<file path="config.mk">
export PLATFORM = sky130hd
export DESIGN_NAME = mult16_share_sched_flat
export DESIGN_NICKNAME = d
export VERILOG_FILES = /design/src/rtl/mult16_share_sched_pkg.sv /design/src/rtl/mult16_share_sched_if.sv /design/src/rtl/mult16_share_sched_comp.sv /design/src/rtl/mult16_share_sched_pp_gen.sv /design/src/rtl/mult16_share_sched.sv /design/src/flat_wrapper.sv
export SDC_FILE = /design/constraint.sdc
export NUM_CORES = 1
export LEC_CHECK = 0
export ABC_AREA = 1
export CAP_MARGIN = 20
export CORE_MARGIN = 2
export CORE_UTILIZATION = 25
export CTS_CLUSTER_DIAMETER = 150
export DETAILED_ROUTE_END_ITERATION = 16
export PLACE_DENSITY_LB_ADDON = 0.15
export SKIP_CTS_REPAIR_TIMING = 1
export SLEW_MARGIN = 20
export SYNTH_ARGS = -nofsm -noshare
export SYNTH_HDL_FRONTEND = slang
export SYNTH_SLANG_ARGS = --single-unit
</file>
<file path="constraint.sdc">
create_clock -name clk -period 16.4 [get_ports clk]
set_clock_uncertainty 0.15 [all_clocks]
set_input_delay 2.46 -clock clk [delete_from_list [all_inputs] [get_ports clk]]
set_output_delay 2.46 -clock clk [all_outputs]
set_load 0.02 [all_outputs]
</file>
<file path="src/rtl/mult16_share_sched_pkg.sv">
// Shared types and constants for the time-shared 16x16 multiplier scheduler.
package mult16_sched_pkg;

  localparam int unsigned OP_W     = 16;
  localparam int unsigned PROD_W   = 32;
  localparam int unsigned NCOL     = 31;
  localparam int unsigned ID_MAX_W = 8;

  // Each column is padded to OP_W bits; bits at or above col_h(k) are always zero.
  typedef logic [NCOL-1:0][OP_W-1:0] cols_t;

  typedef struct packed {
    logic [ID_MAX_W-1:0] id;
    logic [PROD_W-1:0]   product;
  } rsp_t;

  function automatic int unsigned col_h(input int unsigned k);
    return (k < OP_W) ? k + 1 : NCOL - k;
  endfunction

endpackage

</file>
<file path="src/rtl/mult16_share_sched_if.sv">
// Requester/consumer bundle for mult16_share_sched; the scheduler is the slave side.
interface mult16_share_sched_if
  import mult16_sched_pkg::*;
#(
  parameter int unsigned NUM_REQ = 4
) ();
  localparam int unsigned ID_W = (NUM_REQ > 1) ? $clog2(NUM_REQ) : 1;

  logic [NUM_REQ-1:0]           req_valid;
  logic [NUM_REQ-1:0]           req_ready;
  logic [NUM_REQ-1:0][OP_W-1:0] req_a;
  logic [NUM_REQ-1:0][OP_W-1:0] req_b;
  logic                         rsp_valid;
  logic                         rsp_ready;
  logic [ID_W-1:0]              rsp_id;
  logic [PROD_W-1:0]            rsp_product;
  logic                         busy;

  modport master (
    output req_valid, req_a, req_b, rsp_ready,
    input  req_ready, rsp_valid, rsp_id, rsp_product, busy
  );

  modport slave (
    input  req_valid, req_a, req_b, rsp_ready,
    output req_ready, rsp_valid, rsp_id, rsp_product, busy
  );
endinterface

</file>
<file path="src/rtl/mult16_share_sched_comp.sv">
// Behavioural stand-in for the shared compressor-tree multiplier: no reset, PIPE_LAT edges deep.
module Comp_Mult16
  import mult16_sched_pkg::*;
#(
  parameter int unsigned PIPE_LAT = 3
) (
  input  logic              clk,
  input  cols_t             in_col,
  output logic [PROD_W-1:0] comp_out
);
  localparam int unsigned CI_W = $clog2(NCOL);
  localparam int unsigned PL_W = (PIPE_LAT > 1) ? $clog2(PIPE_LAT) : 1;

  logic [PROD_W-1:0] w_sum;
  logic [PROD_W-1:0] r_pipe [PIPE_LAT];

  always_comb begin
    w_sum = '0;
    for (int unsigned k = 0; k < NCOL; k++) begin
      w_sum = w_sum + (PROD_W'($countones(in_col[CI_W'(k)])) << k);
    end
  end

  always_ff @(posedge clk) begin
    r_pipe[0] <= w_sum;
    for (int unsigned s = 1; s < PIPE_LAT; s++) begin
      r_pipe[PL_W'(s)] <= r_pipe[PL_W'(s - 1)];
    end
  end

  assign comp_out = r_pipe[PL_W'(PIPE_LAT - 1)];

endmodule

</file>
<file path="src/rtl/mult16_share_sched_pp_gen.sv">
// Partial-product column builder: column k gathers a[i]&b[j] for every i+j=k.
module mult16_pp_gen
  import mult16_sched_pkg::*;
(
  input  logic [OP_W-1:0] i_a,
  input  logic [OP_W-1:0] i_b,
  output cols_t           o_cols
);
  localparam int unsigned CI_W = $clog2(NCOL);
  localparam int unsigned BI_W = $clog2(OP_W);

  // Slot s of column k holds i = lo+s, where lo is the smallest legal i for that column.
  always_comb begin
    o_cols = '0;
    for (int unsigned k = 0; k < NCOL; k++) begin
      for (int unsigned s = 0; s < OP_W; s++) begin
        if (s < col_h(k)) begin
          o_cols[CI_W'(k)][BI_W'(s)] =
            i_a[BI_W'(((k < OP_W) ? 0 : k - OP_W + 1) + s)] &
            i_b[BI_W'(k - ((k < OP_W) ? 0 : k - OP_W + 1) - s)];
        end
      end
    end
  end

endmodule

</file>
<file path="src/rtl/mult16_share_sched.sv">
// Round-robin scheduler sharing one pipelined Comp_Mult16 among NUM_REQ requesters,
// with an in-order, credit-guarded FWFT result FIFO.
module mult16_share_sched
  import mult16_sched_pkg::*;
#(
  parameter int unsigned NUM_REQ    = 4,
  parameter int unsigned PIPE_LAT   = 3,
  parameter int unsigned FIFO_DEPTH = 4
) (
  input logic                 clk,
  input logic                 rst_n,
  mult16_share_sched_if.slave bus
);
  localparam int unsigned ID_W  = (NUM_REQ > 1) ? $clog2(NUM_REQ) : 1;
  localparam int unsigned PTR_W = (FIFO_DEPTH > 1) ? $clog2(FIFO_DEPTH) : 1;
  localparam int unsigned CNT_W = $clog2(FIFO_DEPTH + 1);

  logic [ID_W-1:0]              r_ptr;
  logic [ID_W-1:0]              w_gnt_id;
  logic                         w_gnt_found;
  logic                         w_credit_ok;
  logic                         w_issue;
  logic                         w_pop;
  logic                         w_push;
  logic [CNT_W-1:0]             r_cnt;
  logic [OP_W-1:0]              r_a;
  logic [OP_W-1:0]              r_b;
  logic [PIPE_LAT:0]            r_tag_v;
  logic [PIPE_LAT:0][ID_W-1:0]  r_tag_id;
  cols_t                        w_cols;
  logic [PROD_W-1:0]            w_comp;
  rsp_t                         r_mem [FIFO_DEPTH];
  logic [PTR_W-1:0]             r_wr;
  logic [PTR_W-1:0]             r_rd;
  logic [CNT_W-1:0]             r_fill;

  // Search from r_ptr upward; the sum stays below 2*NUM_REQ so one subtraction wraps it.
  always_comb begin
    logic [ID_W:0] v_sum;
    v_sum       = '0;
    w_gnt_found = 1'b0;
    w_gnt_id    = '0;
    for (int unsigned off = 0; off < NUM_REQ; off++) begin
      v_sum = {1'b0, r_ptr} + (ID_W+1)'(off);
      if (v_sum >= (ID_W+1)'(NUM_REQ)) v_sum = v_sum - (ID_W+1)'(NUM_REQ);
      if (!w_gnt_found && bus.req_valid[v_sum[ID_W-1:0]]) begin
        w_gnt_found = 1'b1;
        w_gnt_id    = v_sum[ID_W-1:0];
      end
    end
  end

  assign w_credit_ok = (r_cnt < CNT_W'(FIFO_DEPTH));
  assign w_issue     = rst_n & w_gnt_found & w_credit_ok;
  assign w_pop       = bus.rsp_valid & bus.rsp_ready;
  assign w_push      = r_tag_v[PIPE_LAT];

  always_comb begin
    bus.req_ready = '0;
    if (w_issue) bus.req_ready[w_gnt_id] = 1'b1;
  end

  always_ff @(posedge clk or negedge rst_n) begin
    if (!rst_n) begin
      r_ptr    <= '0;
      r_cnt    <= '0;
      r_a      <= '0;
      r_b      <= '0;
      r_tag_v  <= '0;
      r_tag_id <= '0;
    end else begin
      if (w_issue) begin
        r_ptr <= (w_gnt_id == ID_W'(NUM_REQ - 1)) ? '0 : w_gnt_id + 1'b1;
        r_a   <= bus.req_a[w_gnt_id];
        r_b   <= bus.req_b[w_gnt_id];
      end
      r_tag_v  <= {r_tag_v[PIPE_LAT-1:0], w_issue};
      r_tag_id <= {r_tag_id[PIPE_LAT-1:0], w_gnt_id};
      if (w_issue && !w_pop)      r_cnt <= r_cnt + 1'b1;
      else if (!w_issue && w_pop) r_cnt <= r_cnt - 1'b1;
    end
  end

  mult16_pp_gen u_pp_gen (
    .i_a    (r_a),
    .i_b    (r_b),
    .o_cols (w_cols)
  );

  Comp_Mult16 #(.PIPE_LAT(PIPE_LAT)) u_comp (
    .clk      (clk),
    .in_col   (w_cols),
    .comp_out (w_comp)
  );

  always_ff @(posedge clk) begin
    if (w_push) r_mem[r_wr] <= '{id: ID_MAX_W'(r_tag_id[PIPE_LAT]), product: w_comp};
  end

  always_ff @(posedge clk or negedge rst_n) begin
    if (!rst_n) begin
      r_wr   <= '0;
      r_rd   <= '0;
      r_fill <= '0;
    end else begin
      if (w_push) r_wr <= (r_wr == PTR_W'(FIFO_DEPTH - 1)) ? '0 : r_wr + 1'b1;
      if (w_pop)  r_rd <= (r_rd == PTR_W'(FIFO_DEPTH - 1)) ? '0 : r_rd + 1'b1;
      if (w_push && !w_pop)      r_fill <= r_fill + 1'b1;
      else if (!w_push && w_pop) r_fill <= r_fill - 1'b1;
    end
  end

  // Head entry is masked while empty so the unreset storage never leaks to the outputs.
  assign bus.rsp_valid   = (r_fill != '0);
  assign bus.rsp_id      = bus.rsp_valid ? r_mem[r_rd].id[ID_W-1:0] : '0;
  assign bus.rsp_product = bus.rsp_valid ? r_mem[r_rd].product : '0;
  assign bus.busy        = (r_cnt != '0);

endmodule
</file>
<file path="src/flat_wrapper.sv">
// flat-port wrapper written by rule: the top's interface ports become plain ports
module mult16_share_sched_flat import mult16_sched_pkg::*;
#(
  parameter int unsigned NUM_REQ    = 4,
  parameter int unsigned PIPE_LAT   = 3,
  parameter int unsigned FIFO_DEPTH = 4
)
  (clk, rst_n, bus_req_valid, bus_req_a, bus_req_b, bus_rsp_ready, bus_req_ready, bus_rsp_valid, bus_rsp_id, bus_rsp_product, bus_busy);
  mult16_share_sched_if #(.NUM_REQ(NUM_REQ)) bus_i ();
  input logic clk;
  input logic rst_n;
  input wire logic [$bits(bus_i.req_valid)-1:0] bus_req_valid;
  input wire logic [$bits(bus_i.req_a)-1:0] bus_req_a;
  input wire logic [$bits(bus_i.req_b)-1:0] bus_req_b;
  input wire logic [$bits(bus_i.rsp_ready)-1:0] bus_rsp_ready;
  output wire logic [$bits(bus_i.req_ready)-1:0] bus_req_ready;
  output wire logic [$bits(bus_i.rsp_valid)-1:0] bus_rsp_valid;
  output wire logic [$bits(bus_i.rsp_id)-1:0] bus_rsp_id;
  output wire logic [$bits(bus_i.rsp_product)-1:0] bus_rsp_product;
  output wire logic [$bits(bus_i.busy)-1:0] bus_busy;
  assign bus_i.req_valid = bus_req_valid;
  assign bus_i.req_a = bus_req_a;
  assign bus_i.req_b = bus_req_b;
  assign bus_i.rsp_ready = bus_rsp_ready;
  assign bus_req_ready = bus_i.req_ready;
  assign bus_rsp_valid = bus_i.rsp_valid;
  assign bus_rsp_id = bus_i.rsp_id;
  assign bus_rsp_product = bus_i.rsp_product;
  assign bus_busy = bus_i.busy;
  mult16_share_sched #(.NUM_REQ(NUM_REQ), .PIPE_LAT(PIPE_LAT), .FIFO_DEPTH(FIFO_DEPTH)) u_core (.clk(clk), .rst_n(rst_n), .bus(bus_i));
endmodule
</file>
==> Yosys cells after proc, flatten, opt, wreduce, memory -nomap -nowiden <==
Memories as Yosys holds them, arrays and structs flattened.
Index checks and enable logic that the tools add are counted.
{ "totals": {"output_inout_bits": 40, "n_memories": 2, "inputBits": 135, "mem_bits_rw": 232, "wordCells": 612, "register_bits": 56} }
{ "memory_table": {"columns": ["memory", "words", "word_bits", "rd", "rd_ports_with_merged_regs", "wr", "line_no", "rtl"], "rows": [
  ["u_core.r_mem", 4, 34, 1, 0, 1, "mult16_share_sched.sv:32", "rsp_t r_mem [FIFO_DEPTH];"],
  ["u_core.u_comp.r_pipe", 3, 32, 3, 0, 3, "mult16_share_sched_comp.sv:15", "logic [PROD_W-1:0] r_pipe [PIPE_LAT];"]
]} }
{ "op_classes": {"n_mux": 38, "addsub": 269, "order_cmp": 11, "bitwise_logic": 259, "n_eq_ne": 3, "n_reduce_logical": 18} }
{ "ops": {"columns": ["op", "n"], "rows": [
  ["1-bit AND", 259],
  ["1-bit by 1-bit adder with 2-bit output", 120],
  ["2-bit by 2-bit adder with 3-bit output", 52],
  ["3-bit by 3-bit adder with 4-bit output", 22],
  ["32-bit by 31-bit adder with 32-bit output", 2],
  ["16-bit binary-select mux with 2-bit select", 2],
  ["4-bit by 4-bit adder with 5-bit output", 7],
  ["31-bit by 30-bit adder with 32-bit output", 1],
  ["32-bit by 30-bit adder with 32-bit output", 1],
  ["32-bit adder", 1],
  ["16-bit 2-to-1 mux", 2],
  ["32-bit 2-to-1 mux", 1],
  ["30-bit by 29-bit adder with 31-bit output", 1],
  ["29-bit by 28-bit adder with 30-bit output", 1],
  ["28-bit by 27-bit adder with 29-bit output", 1],
  ["27-bit by 27-bit adder with 28-bit output", 1],
  ["26-bit by 26-bit adder with 27-bit output", 1],
  ["25-bit by 25-bit adder with 26-bit output", 1],
  ["24-bit by 24-bit adder with 25-bit output", 1],
  ["2-bit by 1-bit adder with 3-bit output", 8],
  ["23-bit by 23-bit adder with 24-bit output", 1],
  ["2-bit 2-to-1 mux", 12],
  ["22-bit by 22-bit adder with 23-bit output", 1],
  ["21-bit by 21-bit adder with 22-bit output", 1],
  ["41 further kinds", 98]
]} }

==> Logic depth before layout (Yosys ltp) <==
Gate-level depths: netlist (run 1).
{ "logic_depth": {"word_depth": 32, "ltp_mapped": 30, "depth_no_buf": 28} }

==> Cells and area by module <==
From an unflattened synthesis (run 1), not the netlist that was laid out.
{ "hier_totals": {"hier_cells": 4169, "hier_area_um2": 36466.2} }
{ "modules_own_cells": {"columns": ["mod", "seq_area_each_um2", "area_per_inst_um2", "n_inst", "cells_per_inst"], "rows": [
  ["Comp_Mult16", 1921.8, 22500.3, 1, 2277],
  ["mult16_share_sched", 5485.3, 9497.9, 1, 1075],
  ["mult16_pp_gen", 0.0, 4468.0, 1, 817]
]} }

==> Worst setup path before layout (run 1) <==
No wires, ideal clock.
{ "synth_timing": {"path_type": "register to register", "startpoint": "register u_core.r_b[10]", "endpoint": "memory u_core.u_comp.r_pipe[0][27]", "path_buffers": 2, "setup_ps": 72, "stages_incl_launch_ff": 26, "path_slack_ps": 9606, "t_arrival_ps": 6573, "path_cell_list": "dfrtp_1 clkbuf_1 clkbuf_1 nand2_1 fa_1 fa_1 fa_1 inv_1 fa_1 ha_1 fa_1 nand2_1 inv_1 o21ai_0 fa_1 fa_1 fa_1 inv_1 ha_1 nand2_1 nor2_1 inv_1 nor3_1 nand2_1 o211ai_1 xor2_1"} }
{ "synth_lines": {"columns": ["item", "line_no", "rtl"], "rows": [
  ["from (decl)", "mult16_share_sched.sv:27", "logic [OP_W-1:0] r_b;"],
  ["from (signal assigned)", "mult16_share_sched.sv:75", "r_b <= bus.req_b[w_gnt_id];"],
  ["to (decl)", "mult16_share_sched_comp.sv:15", null]
]} }

==> Final worst setup path (run 1) <==
{ "layout_timing": {"startpoint": "input port bus_req_valid[1]", "endpoint": "output port bus_req_ready[2]"} }
{ "layout_via": {"elab_chain_len": 17} }
{ "layout_lines": {"columns": ["item", "line_no", "rtl"], "rows": [
  ["from (decl)", "flat_wrapper.sv:12", "input wire logic [$bits(bus_i.req_valid)-1:0] bus_req_valid;"],
  ["1-bit binary-select mux with 2-bit select", "mult16_share_sched.sv:46", "if (!w_gnt_found && bus.req_valid[v_sum[ID_W-1:0]]) begin"],
  ["1-bit 2-to-1 mux (not written as such)", "mult16_share_sched.sv:46", null],
  ["1-bit 2-to-1 mux", "mult16_share_sched.sv:46", null],
  ["1-bit zero test", "mult16_share_sched.sv:46", null],
  ["1-bit logical AND", "mult16_share_sched.sv:46", null],
  ["1-bit 2-to-1 mux", "mult16_share_sched.sv:46", null],
  ["1-bit zero test", "mult16_share_sched.sv:46", null],
  ["1-bit logical AND", "mult16_share_sched.sv:46", null],
  ["1-bit 2-to-1 mux", "mult16_share_sched.sv:46", null],
  ["1-bit zero test", "mult16_share_sched.sv:46", null],
  ["1-bit logical AND", "mult16_share_sched.sv:46", null],
  ["2-bit 2-to-1 mux", "mult16_share_sched.sv:46", null],
  ["2-bit by 3-bit less-than comparator with 1-bit output (not written as such) or 2-bit by 1-bit >= comparator with 1-bit output (tied branches)", "mult16_share_sched.sv:60", "if (w_issue) bus.req_ready[w_gnt_id] = 1'b1;"],
  ["1-bit logical AND (not written as such)", "mult16_share_sched.sv:60", null],
  ["1-bit 2-to-1 mux (not written as such)", "mult16_share_sched.sv:60", null],
  ["1-bit demux with 2-bit select", "mult16_share_sched.sv:60", null],
  ["4-bit 2-to-1 mux *", "mult16_share_sched.sv:60", null],
  ["to (decl)", "flat_wrapper.sv:16", "output wire logic [$bits(bus_i.req_ready)-1:0] bus_req_ready;"]
]} }
Every way passes the cells marked *; elsewhere a longest branch is shown, timed or not. The select of a mux whose other input is x is not followed.

==> flow_summary.yaml, run 1 <==
cells_and_area:
  syn2layout_area_growth_pct: 18.5
  layout_commonest_cell: "nand2_1"
  fillers: 8439
  nNetsFinal: 2893
  final_cell_area_mm2: 0.0243
  final_cell_mix: "477 x nand2_1, 456 x inv_1, 191 x fa_1"
  drive_above_1_share_pct: 5.57
yosys:
  seq_area_frac_synth_pct: 36.2
  synth_edf_count: 136
  syn_area_mm2: 0.0205
  synth_largest_area_cell: "edfxtp_1"
  synthCells: 2328
  syn_avg_cell_area_um2: 8.80
  yosysWarnings: 0
  synth-seq-cells: 288
  synth_top_area_share_pct: 19.9
  synth_top_cells_by_area: "edfxtp_1 20%, fa_1 19%, dfxtp_1 9.4%"
  async_flop_share_pct: 19.4
  synthesis.nets: 2785
  ys_types: 35
  synth_ff_type: "edfxtp_1"
clocking:
  clk_latency_ps: 520
  cts.sinks: 288
  numCtsBuffers: 34
  cts-root-buf: "clkbuf_16"
  clk_pin_slew_ps: 60
  clk_path_buf_depth: 3
  h-tree-depth: 2
  cts_tree: "done"
floorplan:
  die_h_um: 290
  die_x_um: 290
  ioPinCount: 175
  rows: 104
  dieArea_mm2: 0.0842
  coreArea_mm2: 0.0808
  start_util_pct: 25.4
place:
  gp_congestion: 0.774
  post_dp_cell_area_mm2: 0.0232
  place_hpwl_mm: 41.1
  numPortBuffers: 174
sta:
  rsz0062_at_grt: "false"
  holdWs_ps: 167
  finalMaxSlewViolations: 0
  setup_viol: 0
  fmax_mhz: 107
  slew-limit-headroom_pct: 28.0
  fin_tns_setup_ps: 0
  period_share_pct: 57.2
  worstMarginPinSlew_ps: 1080
  hold_violations: 0
  layout_min_cycle_time_ps: 9380
route:
  wl_per_cell_um: 16.5
  firstDrtPassIters: 5
  wl_mm: 58.0
  viasPerCell: 4.26
  drt.antenna.violating_nets: 0
  drt_iter0_markers: 617
  drc_errors: 0
  via_count: 15000
global_routing:
  grt-ovfl-total: 0
  grt_start_max_net_pins: 66
  grt_usage_pct: 14.1
  grt_first_pass_wirelength_mm: 93.3
  grt_pass1_vias: 16400
  antenna_found_initial: 1
setup_path:
  cp_data_required_time_ps: 13790
  cp-end-kind: "output pin"
  cp.arrival_ps: 6770
  path_class: "in -> out"
  cp_max_fo: 65
  start_kind: "input port"
power_and_ir_drop:
  leakage_nw: 12.1
  power_density_mw_per_mm2: 64.9
  peakVddDrop_uv: 51.0
  power_mw: 1.57
status:
  status: "completed"
job:
  cap_violations: 0
hold_path:
  hp-class: "reg -> reg"
## report_power, final
group / internal (mW) / switching (mW) / total, mW
Combinational: 0.0423 / 0.0384 / 0.0807
Clock: 0.449 / 0.294 / 0.743
Sequential: 0.750 / 0.000760 / 0.751
Total: 1.24 / 0.334 / 1.57
## cell usage after synthesis, types with 2 or more instances
cell type and instances:
dfxtp_1 96, clkbuf_1 92, clkinv_1 2, nor3_1 6
o21bai_1 6, inv_2 2, dfrtp_1 56, buf_6 5
fa_1 191, nand4_1 34, nor4_1 3, o21ai_0 92
xor2_1 24, buf_4 5, xnor2_1 19, mux2_2 2
nand3_2 31, inv_1 460, buf_2 23, nor2_1 164
a21boi_0 4, nand3_1 165, buf_8 3, a31oi_1 3
edfxtp_1 136, nand2_2 11, nand2_1 477, a21o_1 2
a21oi_1 78, ha_1 131
## logic make-up after synthesis
family | count (synthesis) | share of synthesized area (%)
compound gates | 189 | 4.88
mux | 2 | 0.110
xor+xnor | 43 | 1.84
simple gates | 891 | 18.9
buf+inv | 593 | 11.4
flops | 288 | 36.2
fa+ha+maj | 322 | 26.7
## area by class of cell
| cell class | instances | area (um^2) | area share (%) |
|---|---|---|---|
| inverter | 464 | 1740 | 7.17 |
| tap | 1060 | 1330 | 5.46 |
| timing repair buffer | 201 | 1940 | 7.99 |
| sequential | 288 | 7410 | 30.5 |
| clock inverter | 16 | 150 | 0.618 |
| clock buffer | 45 | 965 | 3.97 |
| antenna | 1 | 2.50 | 0.0103 |
| multi-input combinational | 1447 | 10700 | 44.3 |
## sequential cells by signal (all words and copies together) (netlist names)
signal / count
u_core.r_a: 16
u_core.r_b: 16
u_core.r_cnt: 3
u_core.r_fill: 3
u_core.r_mem: 136
u_core.r_ptr: 2
u_core.r_rd: 2
u_core.r_tag_id: 8
u_core.r_tag_v: 4
u_core.r_wr: 2
u_core.u_comp.r_pipe: 96
## per-layer routing
| metal | track usage, % | wire length (um) | vias up |
|---|---|---|---|
| met5 | 0 | 0 | - |
| met4 | 2.95 | 1000 | 0 |
| met3 | 1.76 | 1590 | 62 |
| met2 | 25.5 | 29100 | 224 |
| met1 | 17.8 | 26300 | 7330 |
| li1 | - | - | 7393 |
## stage by stage
step	std cells	util, %	setup slack, ps
global placement	3460	28.7	7020
CTS	3521	30.0	6980
finish	3522	30.0	7020
global route	3522	30.0	6600
detailed placement	3460	28.7	6990
floorplan	2328	-	9610
## worst max-delay path: stages
cell and delay [ps]:
clkdlybuf4s50_1 450, inv_1 110, nand2_2 80, a21oi_4 240, nand3_2 580, nand3_2 260
buf_4 660, nand2_2 640, inv_1 270, ha_1 180, inv_1 40, nor2_1 90
clkdlybuf4s50_1 620
## path summary, 6_finish.rpt
check,start,to,slack (ps),cells after the start
worst max-delay path,bus_req_valid[1],bus_req_ready[2],7020,13
worst min-delay path,u_core.u_comp.r_pipe[0][63]$_DFF_P_,u_core.u_comp.r_pipe[0][95]$_DFF_P_,170,0
worst max register to register,u_core.r_b[8]$_DFFE_PN0P_,u_core.u_comp.r_pipe[0][30]$_DFF_P_,8910,24
worst min register to register,u_core.u_comp.r_pipe[0][63]$_DFF_P_,u_core.u_comp.r_pipe[0][95]$_DFF_P_,170,0
max in group asynchronous,rst_n,u_core.r_rd[0]$_DFFE_PN0P_,13470,2
min in group asynchronous,rst_n,u_core.r_b[1]$_DFFE_PN0P_,2060,2
No activity file was read; power rests on OpenSTA's default activity.
==> run 2, diff against run 1 <==
- clock period: 16.4 -> 7.9 ns (I/O delays scaled with it)
==> run 2 against run 1 <==
Net effect:
- register-to-register slack worse by 8300 ps
- non-clock buffer count is 10 higher
- largest cell class unchanged
- final cell count is 0.11% higher
- setup slack worse by 6400 ps
- highest routed layer unchanged
- count of clock-buffer cells in the layout stayed put
- hold slack better by 1.8 ps
- combinational power is 110% higher
- flip-flop and latch count stayed put
==> flow_summary.yaml, run 2 (synthesis gave the netlist of run 1 again) <==
status:
  status: "completed"
power_and_ir_drop:
  power_density_mw_per_mm2: 127
  leakage_nw: 12.1
  peakVddDrop_uv: 133
global_routing:
  antenna_found_initial: 1
  grt_pass1_vias: 16000
  grt-ovfl-total: 0
  grt_start_max_net_pins: 65
  grt_first_pass_wirelength_mm: 94.3
  grt_usage_pct: 14.3
clocking:
  clk_path_buf_depth: 3
  clk_pin_slew_ps: 70
  clk_latency_ps: 560
  cts.sinks: 288
  numCtsBuffers: 30
  h-tree-depth: 1
  cts-root-buf: "clkbuf_16"
  cts_tree: "done"
sta:
  setup_viol: 0
  period_share_pct: 92.4
  slew-limit-headroom_pct: 34.0
  fin_tns_setup_ps: 0
  fmax_mhz: 137
  finalMaxSlewViolations: 0
  timing.final.ws_setup_ps: 598
  worstMarginPinSlew_ps: 989
  holdWs_ps: 168
  rsz0062_at_grt: "false"
  layout_min_cycle_time_ps: 7300
  hold_violations: 0
setup_path:
  cp-end-kind: "flip-flop"
  cp_max_fo: 11
  cp.arrival_ps: 7630
  cp_data_required_time_ps: 8230
  path_class: "reg -> reg"
  start_kind: "flip-flop"
route:
  wl_mm: 59.4
  wl_per_cell_um: 16.8
  drc_errors: 0
  viasPerCell: 4.24
  via_count: 15000
  firstDrtPassIters: 5
  drt_iter0_markers: 778
  drt.antenna.violating_nets: 0
place:
  gp_congestion: 0.828
  place_hpwl_mm: 43.5
  dp_slack_ps: 573
  post_dp_cell_area_mm2: 0.0232
  numPortBuffers: 174
  dp.cells: 3470
cells_and_area:
  top_register: "u_core.r_mem"
  layout_commonest_cell: "nand2_1"
  fin_cells: 3526
  final_cell_area_mm2: 0.0242
  top_regs: "u_core.r_mem (136), u_core.u_comp.r_pipe (96)"
  drive_above_1_share_pct: 5.72
  syn2layout_area_growth_pct: 18.1
  antennaDiodeCount: 0
  nNetsFinal: 2899
  final_cell_mix: "476 x nand2_1, 456 x inv_1, 191 x fa_1"
  largest_reg_flops: 136
job:
  cap_violations: 0
floorplan:
  rows: 104
  die_h_um: 290
  die_x_um: 290
  start_util_pct: 25.4
  ioPinCount: 175
  coreArea_mm2: 0.0808
  dieArea_mm2: 0.0842
hold_path:
  hp-class: "reg -> reg"
run 2: cell types whose count changed in the layout (fill, tap and decap cells not counted), sizes merged:
| cell | change |
|---|---|
| buf | +10 |
| bufinv | -2 |
| clkinv | -2 |
| diode | -1 |
| inv | -1 |
run 2: critical path, cell delays in order (launching register included):
cell	delay (ps)
dfrtp_1	730
buf_4	290
nand2_1	70
inv_1	100
fa_1	410
inv_1	80
fa_1	440
fa_1	520
fa_1	550
inv_1	50
ha_1	220
fa_1	390
xnor2_1	220
fa_1	480
fa_1	520
fa_1	540
inv_1	40
ha_1	350
nand2_1	110
nor2_1	180
inv_1	90
nor3_1	250
nand2_1	80
o211ai_1	190
xor2_1	160
run 2: routing by layer:
layer / global-route usage (%) / wire, um / vias up / share of wire (%)
met5: 0 / 0 / - / 0
met4: 2.41 / 826 / 0 / 1.4
met3: 1.77 / 2120 / 51 / 3.6
met2: 25.3 / 29100 / 245 / 49
met1: 18.8 / 27300 / 7261 / 46
li1: - / - / 7409 / -
run 2: worst paths after layout:
kind,end,slack [ps],depth (start not counted),startpoint
worst max register to register,u_core.u_comp.r_pipe[0][27]$_DFF_P_,600,24,u_core.r_b[8]$_DFFE_PN0P_
worst min-delay path,u_core.u_comp.r_pipe[0][39]$_DFF_P_,170,0,u_core.u_comp.r_pipe[0][7]$_DFF_P_
worst max-delay path,u_core.u_comp.r_pipe[0][27]$_DFF_P_,600,24,u_core.r_b[8]$_DFFE_PN0P_
max in group asynchronous,u_core.r_rd[0]$_DFFE_PN0P_,6080,2,rst_n
worst min register to register,u_core.u_comp.r_pipe[0][39]$_DFF_P_,170,0,u_core.u_comp.r_pipe[0][7]$_DFF_P_
min in group asynchronous,u_core.r_b[8]$_DFFE_PN0P_,520,1,rst_n
run 2: metrics by stage:
step	power [mW]	utilization [%]
after CTS	3.12	29.9
after detailed placement	1.76	28.8
final	3.07	29.9
after floorplan	1.66	-
after global routing	3.20	29.9
after global placement	1.76	28.8
run 2: final cells by class:
| class | count | area (um^2) |
|---|---|---|
| Multi-Input combinational cell | 1447 | 10700 |
| Clock inverter | 11 | 66.3 |
| Clock buffer | 45 | 890 |
| Fill cell | 8567 | 56600 |
| Sequential cell | 288 | 7410 |
| Inverter | 464 | 1740 |
| Timing Repair Buffer | 211 | 2010 |
| Tap cell | 1060 | 1330 |
run 2: where the power goes:
part | internal, mW | switching (mW)
Sequential | 1.56 | 0.00157
Clock | 0.778 | 0.568
Combinational | 0.0882 | 0.0795
Total | 2.42 | 0.649
